--- src/rtl/hvac_pkg.sv ---
// ---------------------------------------------------------------------------
// hvac_pkg
// Types and constants shared by the multi-zone HVAC controller.
//   state_t          : per-zone operating mode (IDLE / HEAT / COOL); code 3 is
//                      illegal and is steered back to IDLE by the zone FSM.
//   FAULT_CODE_LOW   : sensor code reported by a shorted / absent sensor.
//   fault_code_high  : all-ones sensor code for a given width (open sensor).
// ---------------------------------------------------------------------------
package hvac_pkg;

  typedef enum logic [1:0] {
    ST_IDLE = 2'd0,
    ST_HEAT = 2'd1,
    ST_COOL = 2'd2
  } state_t;

  localparam int unsigned FAULT_CODE_LOW = 0;

  // All-ones code of width w, returned at 32 bits; callers truncate to w.
  function automatic logic [31:0] fault_code_high(input int unsigned w);
    logic [31:0] mask;
    if (w >= 32) begin
      mask = 32'hFFFF_FFFF;
    end else begin
      mask = (32'd1 << w) - 32'd1;
    end
    return mask;
  endfunction

endpackage

--- src/rtl/hvac_zone_fsm.sv ---
// ---------------------------------------------------------------------------
// hvac_zone_fsm
// One climate zone: IDLE/HEAT/COOL state register, minimum-dwell counter,
// registered sensor-fault flag and the threshold comparators.
// Ports:
//   clk        in   rising-edge clock
//   rst_n      in   asynchronous active-low reset
//   enable_i   in   global run enable
//   temp_i     in   TEMP_W  unsigned sensor code for this zone
//   heating_o  out  1 while the zone is in HEAT
//   cooling_o  out  1 while the zone is in COOL
//   fault_o    out  1 while the last sampled sensor code was invalid
// ---------------------------------------------------------------------------
module hvac_zone_fsm
  import hvac_pkg::*;
#(
  parameter int TEMP_W    = 5,
  parameter int HEAT_ON   = 18,
  parameter int TARGET    = 20,
  parameter int COOL_ON   = 22,
  parameter int MIN_DWELL = 8
) (
  input  logic              clk,
  input  logic              rst_n,
  input  logic              enable_i,
  input  logic [TEMP_W-1:0] temp_i,
  output logic              heating_o,
  output logic              cooling_o,
  output logic              fault_o
);

  // A one-bit counter is kept even when MIN_DWELL=1; it then only ever holds 0.
  localparam int DWELL_W = (MIN_DWELL > 1) ? $clog2(MIN_DWELL) : 1;
  localparam logic [DWELL_W-1:0] DWELL_LOAD = DWELL_W'(MIN_DWELL - 1);

  localparam logic [TEMP_W-1:0] HEAT_ON_C   = TEMP_W'(HEAT_ON);
  localparam logic [TEMP_W-1:0] TARGET_C    = TEMP_W'(TARGET);
  localparam logic [TEMP_W-1:0] COOL_ON_C   = TEMP_W'(COOL_ON);
  localparam logic [TEMP_W-1:0] CODE_LOW_C  = TEMP_W'(FAULT_CODE_LOW);
  localparam logic [TEMP_W-1:0] CODE_HIGH_C = TEMP_W'(fault_code_high(TEMP_W));

  state_t               state_q, state_d;
  state_t               goal;
  logic [DWELL_W-1:0]   dwell_q, dwell_d;
  logic [DWELL_W-1:0]   dwell_dec;
  logic                 fault_q, fault_d;

  logic code_bad;
  logic heat_req;
  logic cool_req;
  logic at_or_above_target;
  logic at_or_below_target;
  logic dwell_done;
  logic state_illegal;

  // Threshold compares, all unsigned at sensor width.
  always_comb begin
    code_bad           = (temp_i == CODE_LOW_C) || (temp_i == CODE_HIGH_C);
    heat_req           = (temp_i <= HEAT_ON_C);
    cool_req           = (temp_i >= COOL_ON_C);
    at_or_above_target = (temp_i >= TARGET_C);
    at_or_below_target = (temp_i <= TARGET_C);
    dwell_done         = (dwell_q == '0);
    dwell_dec          = dwell_done ? '0 : (dwell_q - DWELL_W'(1));
    state_illegal      = !((state_q == ST_IDLE) || (state_q == ST_HEAT) ||
                           (state_q == ST_COOL));
  end

  // Where the zone would like to be if nothing (dwell, fault, enable) held it.
  // HEAT and COOL only ever return to IDLE, so they are never adjacent.
  always_comb begin
    goal = state_q;
    unique case (state_q)
      ST_IDLE: begin
        if (heat_req) begin
          goal = ST_HEAT;
        end else if (cool_req) begin
          goal = ST_COOL;
        end
      end
      ST_HEAT: begin
        if (at_or_above_target) begin
          goal = ST_IDLE;
        end
      end
      ST_COOL: begin
        if (at_or_below_target) begin
          goal = ST_IDLE;
        end
      end
      default: goal = ST_IDLE;
    endcase
  end

  // Next-state: fault beats disable beats normal operation.
  always_comb begin
    state_d = state_q;
    dwell_d = dwell_dec;
    fault_d = 1'b0;
    if (code_bad) begin
      // Pinning the counter at its load value means the zone has to sit out
      // a full dwell after the sensor recovers.
      state_d = ST_IDLE;
      dwell_d = DWELL_LOAD;
      fault_d = 1'b1;
    end else if (!enable_i) begin
      // Cleared rather than loaded so re-enabling takes effect on the next edge.
      state_d = ST_IDLE;
      dwell_d = '0;
    end else if ((dwell_done || state_illegal) && (goal != state_q)) begin
      // An illegal code escapes without waiting for the dwell counter.
      state_d = goal;
      dwell_d = DWELL_LOAD;
    end
  end

  always_ff @(posedge clk or negedge rst_n) begin
    if (!rst_n) begin
      state_q <= ST_IDLE;
      dwell_q <= '0;
      fault_q <= 1'b0;
    end else begin
      state_q <= state_d;
      dwell_q <= dwell_d;
      fault_q <= fault_d;
    end
  end

  // Decoded straight from the state register: glitch-free, never both high.
  assign heating_o = (state_q == ST_HEAT);
  assign cooling_o = (state_q == ST_COOL);
  assign fault_o   = fault_q;

endmodule

--- src/rtl/hvac_zone_ctrl.sv ---
// ---------------------------------------------------------------------------
// hvac_zone_ctrl
// Multi-zone heating/cooling controller: ZONES independent zone FSMs plus a
// count of zones currently driving an actuator.
// Ports:
//   clk          in   rising-edge clock
//   rst_n        in   asynchronous active-low reset
//   enable       in   global run enable
//   temperature  in   ZONES*TEMP_W, zone z at [z*TEMP_W +: TEMP_W]
//   heating      out  ZONES, bit z high while zone z heats
//   cooling      out  ZONES, bit z high while zone z cools
//   fault        out  ZONES, bit z high while zone z's sensor code is invalid
//   active_cnt   out  $clog2(ZONES+1), zones in HEAT or COOL
// ---------------------------------------------------------------------------
module hvac_zone_ctrl
  import hvac_pkg::*;
#(
  parameter int ZONES     = 4,
  parameter int TEMP_W    = 5,
  parameter int HEAT_ON   = 18,
  parameter int TARGET    = 20,
  parameter int COOL_ON   = 22,
  parameter int MIN_DWELL = 8
) (
  input  logic                         clk,
  input  logic                         rst_n,
  input  logic                         enable,
  input  logic [ZONES*TEMP_W-1:0]      temperature,
  output logic [ZONES-1:0]             heating,
  output logic [ZONES-1:0]             cooling,
  output logic [ZONES-1:0]             fault,
  output logic [$clog2(ZONES+1)-1:0]   active_cnt
);

  localparam int CNT_W = $clog2(ZONES + 1);

  logic [ZONES-1:0] zone_on;
  logic [CNT_W-1:0] active_sum;

  for (genvar gi = 0; gi < ZONES; gi++) begin : g_zone
    hvac_zone_fsm #(
      .TEMP_W    (TEMP_W),
      .HEAT_ON   (HEAT_ON),
      .TARGET    (TARGET),
      .COOL_ON   (COOL_ON),
      .MIN_DWELL (MIN_DWELL)
    ) u_zone (
      .clk       (clk),
      .rst_n     (rst_n),
      .enable_i  (enable),
      .temp_i    (temperature[gi*TEMP_W +: TEMP_W]),
      .heating_o (heating[gi]),
      .cooling_o (cooling[gi]),
      .fault_o   (fault[gi])
    );
  end

  assign zone_on = heating | cooling;

  // Popcount of the registered zone outputs; follows the states with no delay.
  always_comb begin
    active_sum = '0;
    for (int z = 0; z < ZONES; z++) begin
      active_sum = active_sum + CNT_W'(zone_on[z]);
    end
  end

  assign active_cnt = active_sum;

endmodule

--- config.mk ---
export PLATFORM = sky130hd
export DESIGN_NAME = hvac_zone_ctrl
export DESIGN_NICKNAME = d
export VERILOG_FILES = /design/src/rtl/hvac_pkg.sv /design/src/rtl/hvac_zone_fsm.sv /design/src/rtl/hvac_zone_ctrl.sv
export SDC_FILE = /design/constraint.sdc
export NUM_CORES = 1
export LEC_CHECK = 0
export ABC_AREA = 1
export BUFFER_PORTS_ARGS = -buffer_cell sky130_fd_sc_hd__buf_2
export CORE_MARGIN = 10
export CORE_UTILIZATION = 55
export DETAILED_ROUTE_END_ITERATION = 10
export PLACE_DENSITY = 0.89
export SLEW_MARGIN = 20
export SYNTH_ARGS = -nofsm -noshare
export SYNTH_HDL_FRONTEND = slang
export SYNTH_SLANG_ARGS = --single-unit
--- constraint.sdc ---
create_clock -name clk -period 4 [get_ports clk]
set_input_delay 0.2 -clock clk [delete_from_list [all_inputs] [get_ports clk]]
set_output_delay 0.2 -clock clk [all_outputs]
set_load 0.1 [all_outputs]
# ---- After elaboration in Yosys (flattened, before gate mapping)
# Cells that the tools add are included.
dict set report op_classes {
  shift 0
  div_mod_pow 0
  n_eq_ne 20
  mux 52
  bitwise 1
  reduce_logical 36
  addsub 7
  mul 0
  n_lt_le_gt_ge 16
}
# cell n
set ops {}
lappend ops {{$mux W2} 28}
lappend ops {{$mux W3} 16}
lappend ops {{$ge A5 B5 Y1 const B} 8}
lappend ops {{$le A5 B5 Y1 const B} 8}
lappend ops {{$pmux W2 S3} 4}
lappend ops {{$eq A5 B5 Y1 const B} 4}
lappend ops {{$logic_not A5 Y1} 4}
lappend ops {{$logic_or A1 B1 Y1} 16}
lappend ops {{$logic_not A3 Y1} 4}
lappend ops {{$ne A3 B1 Y1 const B} 4}
lappend ops {{$sub A3 B1 Y3 const B} 4}
lappend ops {{$eq A2 B1 Y1 const B} 4}
lappend ops {{$eq A2 B2 Y1 const B} 4}
lappend ops {{$logic_not A2 Y1} 4}
lappend ops {{$ne A2 B2 Y1} 4}
lappend ops {{$logic_and A1 B1 Y1} 4}
lappend ops {{$logic_not A1 Y1} 4}
lappend ops {{$mux W1} 4}
lappend ops {{$or A4 B4 Y4} 1}
lappend ops {{$add A2 B1 Y3} 1}
lappend ops {{$add A3 B1 Y3} 1}
lappend ops {{$add A1 B1 Y2} 1}
dict set report word_totals {
  rom_bits 0
  memories 0
  elab_cells 144
  latchBits 0
  mem_bits_rw 0
  regBits 24
  output_inout_bits 15
}

# ---- Longest topological paths before layout
# Gate-level depths: netlist of run 1.
dict set report logic_depth {
  word_depth 9
  mapped_depth 16
  mapped_depth_nobuf 16
}

# ---- Cells and area by module
# A second synthesis of run 1 with hierarchy kept.
dict set report hier_totals {
  cells_unflattened 283
  hier_area_um2 1881.8
}
# module n_inst cells_each area_per_inst_um2 seq_area_each_um2
set modules_own_cells {}
lappend modules_own_cells {hvac_zone_fsm 4 68 451.7 150.1}
lappend modules_own_cells {hvac_zone_ctrl 1 11 75.1 0.0}

# ---- Least setup slack after synthesis of run 1
# Ideal clock, no wire load.
dict set report synth_path {
  path_kind {register -> output}
  startpoint {reg g_zone[0].u_zone.state_q[0]}
  endpoint {out active_cnt[1]}
  arrival_ns 2.347
  setup_slack_ns 1.453
  t_required_ns 3.800
  path_stages_with_launch 6
  path_cell_list {dfrtp_1 inv_1 ha_1 fa_1 ha_1 ha_1}
}
dict set report synth_via {
  elab_chain_len 5
}
# item line_no
set synth_lines {}
lappend synth_lines {{start: declaration} hvac_zone_fsm.sv:42} ;# state_t state_q, state_d;
lappend synth_lines {{start signal: assignment} hvac_zone_fsm.sv:123} ;# state_q <= state_d;
lappend synth_lines {{$eq A2 B1 Y1 or $eq A2 B2 Y1 (tied branches)} {hvac_zone_fsm.sv:130, hvac_zone_fsm.sv:131}}
lappend synth_lines {{$or A4 B4 Y4 (*)} hvac_zone_ctrl.sv:58} ;# assign zone_on = heating | cooling;
lappend synth_lines {{$add A1 B1 Y2 (*)} hvac_zone_ctrl.sv:64} ;# active_sum = active_sum + CNT_W'(zone_on[z]);
lappend synth_lines {{$add A2 B1 Y3 (*)} hvac_zone_ctrl.sv:64}
lappend synth_lines {{$add A3 B1 Y3 (*)} hvac_zone_ctrl.sv:64}
lappend synth_lines {{end: declaration} hvac_zone_ctrl.sv:32} ;# output logic [$clog2(ZONES+1)-1:0] active_cnt
# Every way passes the cells marked *; elsewhere a longest branch is shown, timed or not.

# ---- Worst setup path after layout of run 1
# Ends and elaborated chain as after synthesis.

==> metrics.txt, run 1 <==
Max-cap violations=0; Clk pin slew, worst setup/hold paths=0.09 ns; chip width=85.3 um; # fillers=355; fin area=2580 um2; CTS tree=yes; GRT Resource Usage Total=13.1%; RSZ-0062 raised after global routing=false; post-synth top area share=25.6%; share of cells above drive strength 1=17.2%; register area=601 um2; Final Max Slew Viols=0; vias in the first global route=2064; Clk Latency, worst-skew pair=0.27 ns; DRC viols=0; cell with the most instances after synthesis=nand2_1; IO Pins=38; status=finished clean; Setup Skew=0.00718 ns; global-route wire length before repair=8.47 mm; Distinct cells, synth=23; fin nets=433; Top FF cell, synth=dfrtp_1; post_cts resized=0; Setup crit start kind=register; wirelength, routed=4.91 mm; crit path kind=reg -> out; area post-placement=2490 um2; die area=7270 um2; initial antenna violation count=0; Slew @ Worst Pin=0.523 ns; Tmin final=2.80 ns; CP endpoint kind=output pin; GR Overflow Total=0; CTS Buf Count=3; Mapped Nets=403; GPL Wtd Cong=0.938; crit-path cells=inv_1, ha_1, fa_1, ha_1, ha_1, buf_2; Hold Crit Class=in -> reg; number of synthesized register bits=24; multi-input logic area=1450 um2; HPWL Detailed=4.02 mm; crit path buf inv count=2; via count=2180; Initial Util=57.7%; drt pass-1 iters=5; maximum clock frequency=357 MHz; Syn Inst Count=349; Post-synth top cells=nand2_1 (99), inv_1 (49), nand3_1 (46), ha_1 (30), nor2_1 (25); final setup violation count=0; Area growth, synth to finish=9.99%; CP arrival=2.60 ns; Fin. Hold Viols=0; Sink Count=24; Routed Antenna Nets=0; cell taking the most area after synthesis=dfrtp_1; delay-heaviest family, CP=adder cells; ys async rst share=100%; mapped cell area=2340 um2; Yosys warnings=0; Via density=5.09; core area=4060 um2; Critical Path Slowest Stage Cell=dfrtp_1; Worst Path Required=3.80 ns; Cell Rows=23; Chip Height=85.3 um; H-tree level count=1; PortBufs=37; 1st-iter DRT viols=138; Syn Area/Cell=6.71 um2; largest net degree at the start of global routing=25; clk buf depth=2; Slew Limit Headroom=65.1%; Post-synth EDFFs=0; routed len/inst=11.5 um; cell mode on critical path=ha_1; Ant. Diodes=0; crit-path max FO=8; Seq/Total Area, Yosys=25.6%; Layout Utilization=63.5%; Total Negative Setup Slacks=0 ns; most area-consuming cells after synthesis=dfrtp_1 (26%), ha_1 (16%), nand2_1 (16%); Max stage delay on crit path=0.48 ns; root buffer cell=clkbuf_8; fin crit share=70.1%
## worst reg2reg max path, stage by stage, from the launching register on
cell and delay [ns]:
dfrtp_1 0.49, inv_1 0.16, ha_1 0.22, inv_1 0.05
nor3_1 0.16, nand2_1 0.06, nand2_1 0.07, nand2_1 0.05
nand2_1 0.09, nand3_1 0.07, nand2_1 0.10, nand2_1 0.05
nand2_1 0.09, nand2_1 0.06, nand2_1 0.05, nand2_1 0.04
## final cells by class
type / instances / area share, %
flip-flops and latches: 24 / 23.3
clock inverters: 1 / 1.17
multi-input cells: 259 / 56.2
repair buffers: 38 / 7.58
clock buffers: 3 / 1.60
inverters: 53 / 7.72
well taps: 50 / 2.43
## layer usage
layer	vias up	GRT usage, %	share of wire (%)
li1	1142	-	-
met1	985	15.1	45
met2	46	23.8	50
met3	7	3.06	3.8
met4	0	2.69	1.2
met5	-	0	0
## cell usage in the layout, fill, tap and decap left out, types with 2 or more instances in the layout
| cell | n |
|---|---|
| a21oi_1 | 14 |
| and2_1 | 4 |
| buf_2 | 37 |
| clkbuf_8 | 3 |
| dfrtp_1 | 24 |
| ha_1 | 30 |
| inv_1 | 49 |
| inv_2 | 4 |
| nand2_1 | 99 |
| nand2_2 | 3 |
| nand3_1 | 46 |
| nand4_1 | 8 |
| nor2_1 | 25 |
| nor2_2 | 4 |
| nor2_4 | 3 |
| nor3_1 | 2 |
| o21ai_0 | 8 |
| or2_2 | 8 |
## final timing paths
| path | startpoint | to | slack, ns | cells past startpoint |
|---|---|---|---|---|
| setup / recovery | g_zone[0].u_zone.state_q[0] | active_cnt[1] | 1.20 | 6 |
| hold / removal | enable | g_zone[0].u_zone.dwell_q[2] | 0.27 | 3 |
| setup reg to reg | g_zone[1].u_zone.state_q[0] | g_zone[1].u_zone.dwell_q[2] | 2.07 | 15 |
| hold reg to reg | g_zone[1].u_zone.dwell_q[1] | g_zone[1].u_zone.dwell_q[1] | 0.58 | 4 |
| max in group asynchronous | rst_n | g_zone[1].u_zone.dwell_q[1] | 3.21 | 2 |
| min in group asynchronous | rst_n | g_zone[0].u_zone.dwell_q[2] | 0.44 | 2 |
## repair_timing
action,CTS,global route
buffers inserted,0,0
hold buffers,1,0
hold endpoints to repair,24,0
setup endpoints to repair,0,0
## kinds of logic (layout without fill, tap and decap cells)
logic type                 after synthesis  in the layout  synth area share [%]
AOI/OAI and AO/OA                       24             24                  5.40
adders and majority gates               31             31                  16.9
and+or+nand+nor                        204            204                  39.5
DFF                                     24             24                  25.6
buffers and inverters                   66             95                  12.6
## per-stage QoR
stage          hold slack (ns)  std cells  setup WS (ns)
2_1_floorplan          -0.0956        349           1.45
3_3_place_gp             0.208        423           1.52
5_1_grt                  0.278        428           1.07
3_5_place_dp             0.207        423           1.48
6_report                 0.272        428           1.20
4_1_cts                  0.268        428           1.18
## flip-flops by register name, summed over array words and instances, names as in the netlist
| name | flops |
|---|---|
| g_zone.u_zone.state_q | 8 |
| g_zone.u_zone.fault_o | 4 |
| g_zone.u_zone.dwell_q | 12 |
Power of run 1 is not shown: default switching activity piles up to over one toggle a cycle in this logic, so the estimate is an artifact.
==> inputs of run 2 (changes only) <==
- clock period: 4 -> 2.8 ns (I/O delays scaled with it)
==> run 2 against run 1 <==
Effect of this change: cell count stayed put; flip-flop and latch count unchanged; global-route usage up 0.62 points; hold slack worse by 0.045 ns; critical path depth stayed put; highest routed layer unchanged.
==> metrics.txt, run 2 (synthesized netlist as in run 1, its figures left out) <==
Sink Count=24; Worst Path Required=2.66 ns; share of cells above drive strength 1=17.2%; IO Pins=38; Via density=5.20; GR Overflow Total=0; Setup crit start kind=register; Hold Crit Class=in -> reg; DP Worst Slack=0.317 ns; final setup violation count=0; HPWL Detailed=4.05 mm; Total Negative Setup Slacks=0 ns; largest net degree at the start of global routing=25; Chip Height=85.3 um; CTS tree=yes; CP arrival=2.53 ns; Tmin final=2.67 ns; Largest register FFs=12; root buffer cell=clkbuf_8; via count=2225; drt pass-1 iters=4; Initial Util=57.7%; Fin. Hold Viols=0; Cell Rows=23; chip width=85.3 um; crit-path max FO=8; Ant. Diodes=0; Final WS setup=0.134 ns; maximum clock frequency=375 MHz; global-route wire length before repair=8.90 mm; core area=4060 um2; Final Max Slew Viols=0; CTS Buf Count=3; CP endpoint kind=output pin; Routed Antenna Nets=0; Max-cap violations=0; crit path kind=reg -> out; Clk Latency, worst-skew pair=0.26 ns; DRC viols=0; fin crit share=95.2%; multi-input logic area=1450 um2; Largest Register=g_zone.u_zone.dwell_q; status=finished clean; GPL Wtd Cong=0.950; die area=7270 um2; vias in the first global route=2214; Area growth, synth to finish=10.1%; wirelength, routed=5.04 mm; initial antenna violation count=0; commonest cells after routing, fill and taps aside=nand2_1 (99), inv_1 (49), nand3_1 (46); RSZ-0062 raised after global routing=false; Hold Slack=0.227 ns; # fillers=347; Slew @ Worst Pin=0.550 ns; PortBufs=37; Clk pin slew, worst setup/hold paths=0.09 ns; Setup Skew=0.00291 ns; commonest non-fill, non-tap cell in the layout=nand2_1; clk buf depth=2; GRT Resource Usage Total=13.7%; routed len/inst=11.8 um; fin nets=433; H-tree level count=1; register area=601 um2; 1st-iter DRT viols=122; Slew Limit Headroom=63.3%
## run 2: cell count changes in the layout (fill, tap and decap cells not counted)
cell and delta:
buf_2 -1, clkbuf_4 +1
## run 2: what timing repair did
item / in CTS / in global routing
hold buffers: 1 / 0
buffers inserted: 0 / 0
endpoints found under the hold margin: 24 / 0
gates resized for setup: 0 / 1
setup endpoints to repair: 0 / 1
## run 2: critical path, stage by stage, from the launching register on
cell      delay, ns
dfrtp_1        0.49
inv_1          0.13
ha_1           0.35
fa_1           0.49
ha_1           0.22
ha_1           0.27
clkbuf_4       0.32
## run 2: per-layer routing
| layer | wire, um | GRT usage [%] | part of all wire (%) |
|---|---|---|---|
| met1 | 2190 | 14.9 | 43 |
| met2 | 2580 | 25.4 | 51 |
| met3 | 175 | 3.06 | 3.5 |
| met4 | 97 | 4.34 | 1.9 |
| met5 | 0 | 0 | 0 |
## run 2: stage by stage
step                util [%]  area [um2]  cells
floorplan                  -        2340    349
global placement        61.5        2490    423
detailed placement      61.5        2490    423
CTS                     63.5        2580    428
global route            63.6        2580    428
finish                  63.6        2580    428
## run 2: cell type report
class                      instances  area share (%)
tap                               50            2.43
inverter                          53            7.71
clock inverter                     1            1.16
clock buffer                       3            1.60
sequential                        24            23.3
multi-input combinational        259            56.1
timing repair buffer              38            7.67
## run 2: path summary, 6_finish.rpt
kind / start / cells after the start / slack, ns / to
max reg2reg: g_zone[1].u_zone.state_q[0] / 15 / 0.86 / g_zone[1].u_zone.dwell_q[0]
min reg2reg: g_zone[3].u_zone.dwell_q[1] / 4 / 0.59 / g_zone[3].u_zone.dwell_q[1]
min in group asynchronous: rst_n / 2 / 0.39 / g_zone[0].u_zone.dwell_q[2]
max in group asynchronous: rst_n / 2 / 2.04 / g_zone[2].u_zone.state_q[1]
min: enable / 3 / 0.23 / g_zone[1].u_zone.dwell_q[1]
max: g_zone[0].u_zone.state_q[0] / 6 / 0.13 / active_cnt[1]
Power of run 2 is left out for the same reason.
==> inputs of run 3 (changes only) <==
- BUFFER_PORTS_ARGS: -buffer_cell sky130_fd_sc_hd__buf_2 -> not set
- DONT_BUFFER_PORTS: not set -> 1
- PLACE_DENSITY: 0.89 -> 0.81
==> run 3 against run 2 <==
Effect of this change: largest cell class unchanged; highest routed layer unchanged; global-route usage shrank 0.74 points; final area shrank 3.5%; non-clock buffer count shrank 24.
==> metrics.txt, run 3 (synthesized netlist as in run 1, its figures left out) <==
status=finished clean; crit-path max FO=8; Final Max Slew Viols=0; Setup Skew=0.00374 ns; drt pass-1 iters=4; routed len/inst=11.9 um; Cell Rows=23; commonest cells after routing, fill and taps aside=nand2_1 (99), inv_1 (49), nand3_1 (46); share of cells above drive strength 1=11.3%; delay-heaviest family, CP=adder cells; fin area=2490 um2; clk buf depth=2; CP Launch Point=g_zone[0].u_zone.state_q[0]; GPL Wtd Cong=0.899; HPWL Detailed=3.91 mm; busiest layer in global routing=met2; initial antenna violation count=0; grt met3 use=3.54%; H-tree level count=1; die area=7270 um2; Max stage delay on crit path=0.50 ns; maximum clock frequency=380 MHz; Largest Register=g_zone.u_zone.dwell_q; Area growth, synth to finish=6.20%; post_cts resized=0; GR Overflow Total=0; wirelength, routed=4.81 mm; chip width=85.3 um; area post-placement=2390 um2; fin crit share=94.0%; IO Pins=38; crit-path cells=inv_1, ha_1, fa_1, ha_1, ha_1, buf_4; Clk Latency, worst-skew pair=0.27 ns; Ant. Diodes=0; GRT Resource Usage Total=13.0%; PortBufs=0; Critical Path Slowest Stage Cell=fa_1; Setup crit start kind=register; commonest non-fill, non-tap cell in the layout=nand2_1; root buffer cell=clkbuf_8; Fin. Hold Viols=0; crit path buf inv count=2; met1 Use GR=14.9%; final setup violation count=0; Tmin final=2.63 ns; Routed Antenna Nets=0; Sink Count=24; crit path kind=reg -> out; cell mode on critical path=ha_1; via count=2087; Clk pin slew, worst setup/hold paths=0.08 ns; FF-to-FF Start=g_zone[1].u_zone.state_q[0]; global-route wire length before repair=8.42 mm; Via density=5.17; fin nets=409; Hold Crit Class=in -> reg; RSZ-0062 raised after global routing=false; 1st-iter DRT viols=162; Total Negative Setup Slacks=0 ns; CTS tree=yes; CTS Buf Count=3; met2 GRT Util=23.9%; min-delay src=enable; DRC viols=0; Initial Util=57.7%; Worst Path Required=2.66 ns; CP endpoint kind=output pin; core area=4060 um2; Slew @ Worst Pin=0.882 ns; CP arrival=2.49 ns; Largest register FFs=12; largest net degree at the start of global routing=25; Slew Limit Headroom=41.2%; Post-CTS Setup Bufs=0; Max-cap violations=0; # fillers=362; Chip Height=85.3 um; vias in the first global route=1958
## run 3: cell types whose count changed in the layout (fill, tap and decap cells not counted), sizes merged
cell | previous run | this run
dlygate4sd3 | 1 | 2
bufinv | 1 | 0
buf | 36 | 12
## run 3: layer usage
metal | share of wire (%) | routed length, um | vias up
met5 | 0 | 0 | -
met4 | 0.19 | 9 | 0
met3 | 5.9 | 282 | 2
li1 | - | - | 1103
met2 | 52 | 2520 | 39
met1 | 42 | 2000 | 943
## run 3: cell type report
cell class | instances | area (um2) | area share, %
inverters | 53 | 199 | 8.00
flip-flops and latches | 24 | 601 | 24.1
multi-input cells | 259 | 1450 | 58.2
clock buffers | 4 | 55.1 | 2.21
well taps | 50 | 62.6 | 2.52
repair buffers | 14 | 123 | 4.93
## run 3: worst paths after layout
check                                                    to  depth (start not counted)  slack [ns]
worst max-delay path                          active_cnt[1]                          6        0.17
worst min-delay path            g_zone[3].u_zone.dwell_q[1]                          2       0.008
worst max register to register  g_zone[1].u_zone.dwell_q[1]                         15        0.94
worst min register to register  g_zone[0].u_zone.dwell_q[1]                          4        0.60
max in group asynchronous       g_zone[3].u_zone.dwell_q[0]                          2        2.36
min in group asynchronous       g_zone[1].u_zone.state_q[1]                          2        0.30
## run 3: what timing repair did
action / CTS / global route
hold buffers: 3 / 0
endpoints found under the setup margin: 0 / 0
hold endpoints to repair: 35 / 0
## run 3: through the flow
stage | util (%) | cells | setup WS [ns] | hold slack [ns]
2_1_floorplan | - | 349 | 0.313 | -0.156
5_1_grt | 61.3 | 404 | 0.0760 | 0.00503
3_5_place_dp | 59.0 | 397 | 0.474 | -0.155
4_1_cts | 61.3 | 404 | 0.157 | 0.00436
6_report | 61.3 | 404 | 0.167 | 0.00837
3_3_place_gp | 59.0 | 397 | 0.506 | -0.155
Power of run 3 is left out for the same reason.
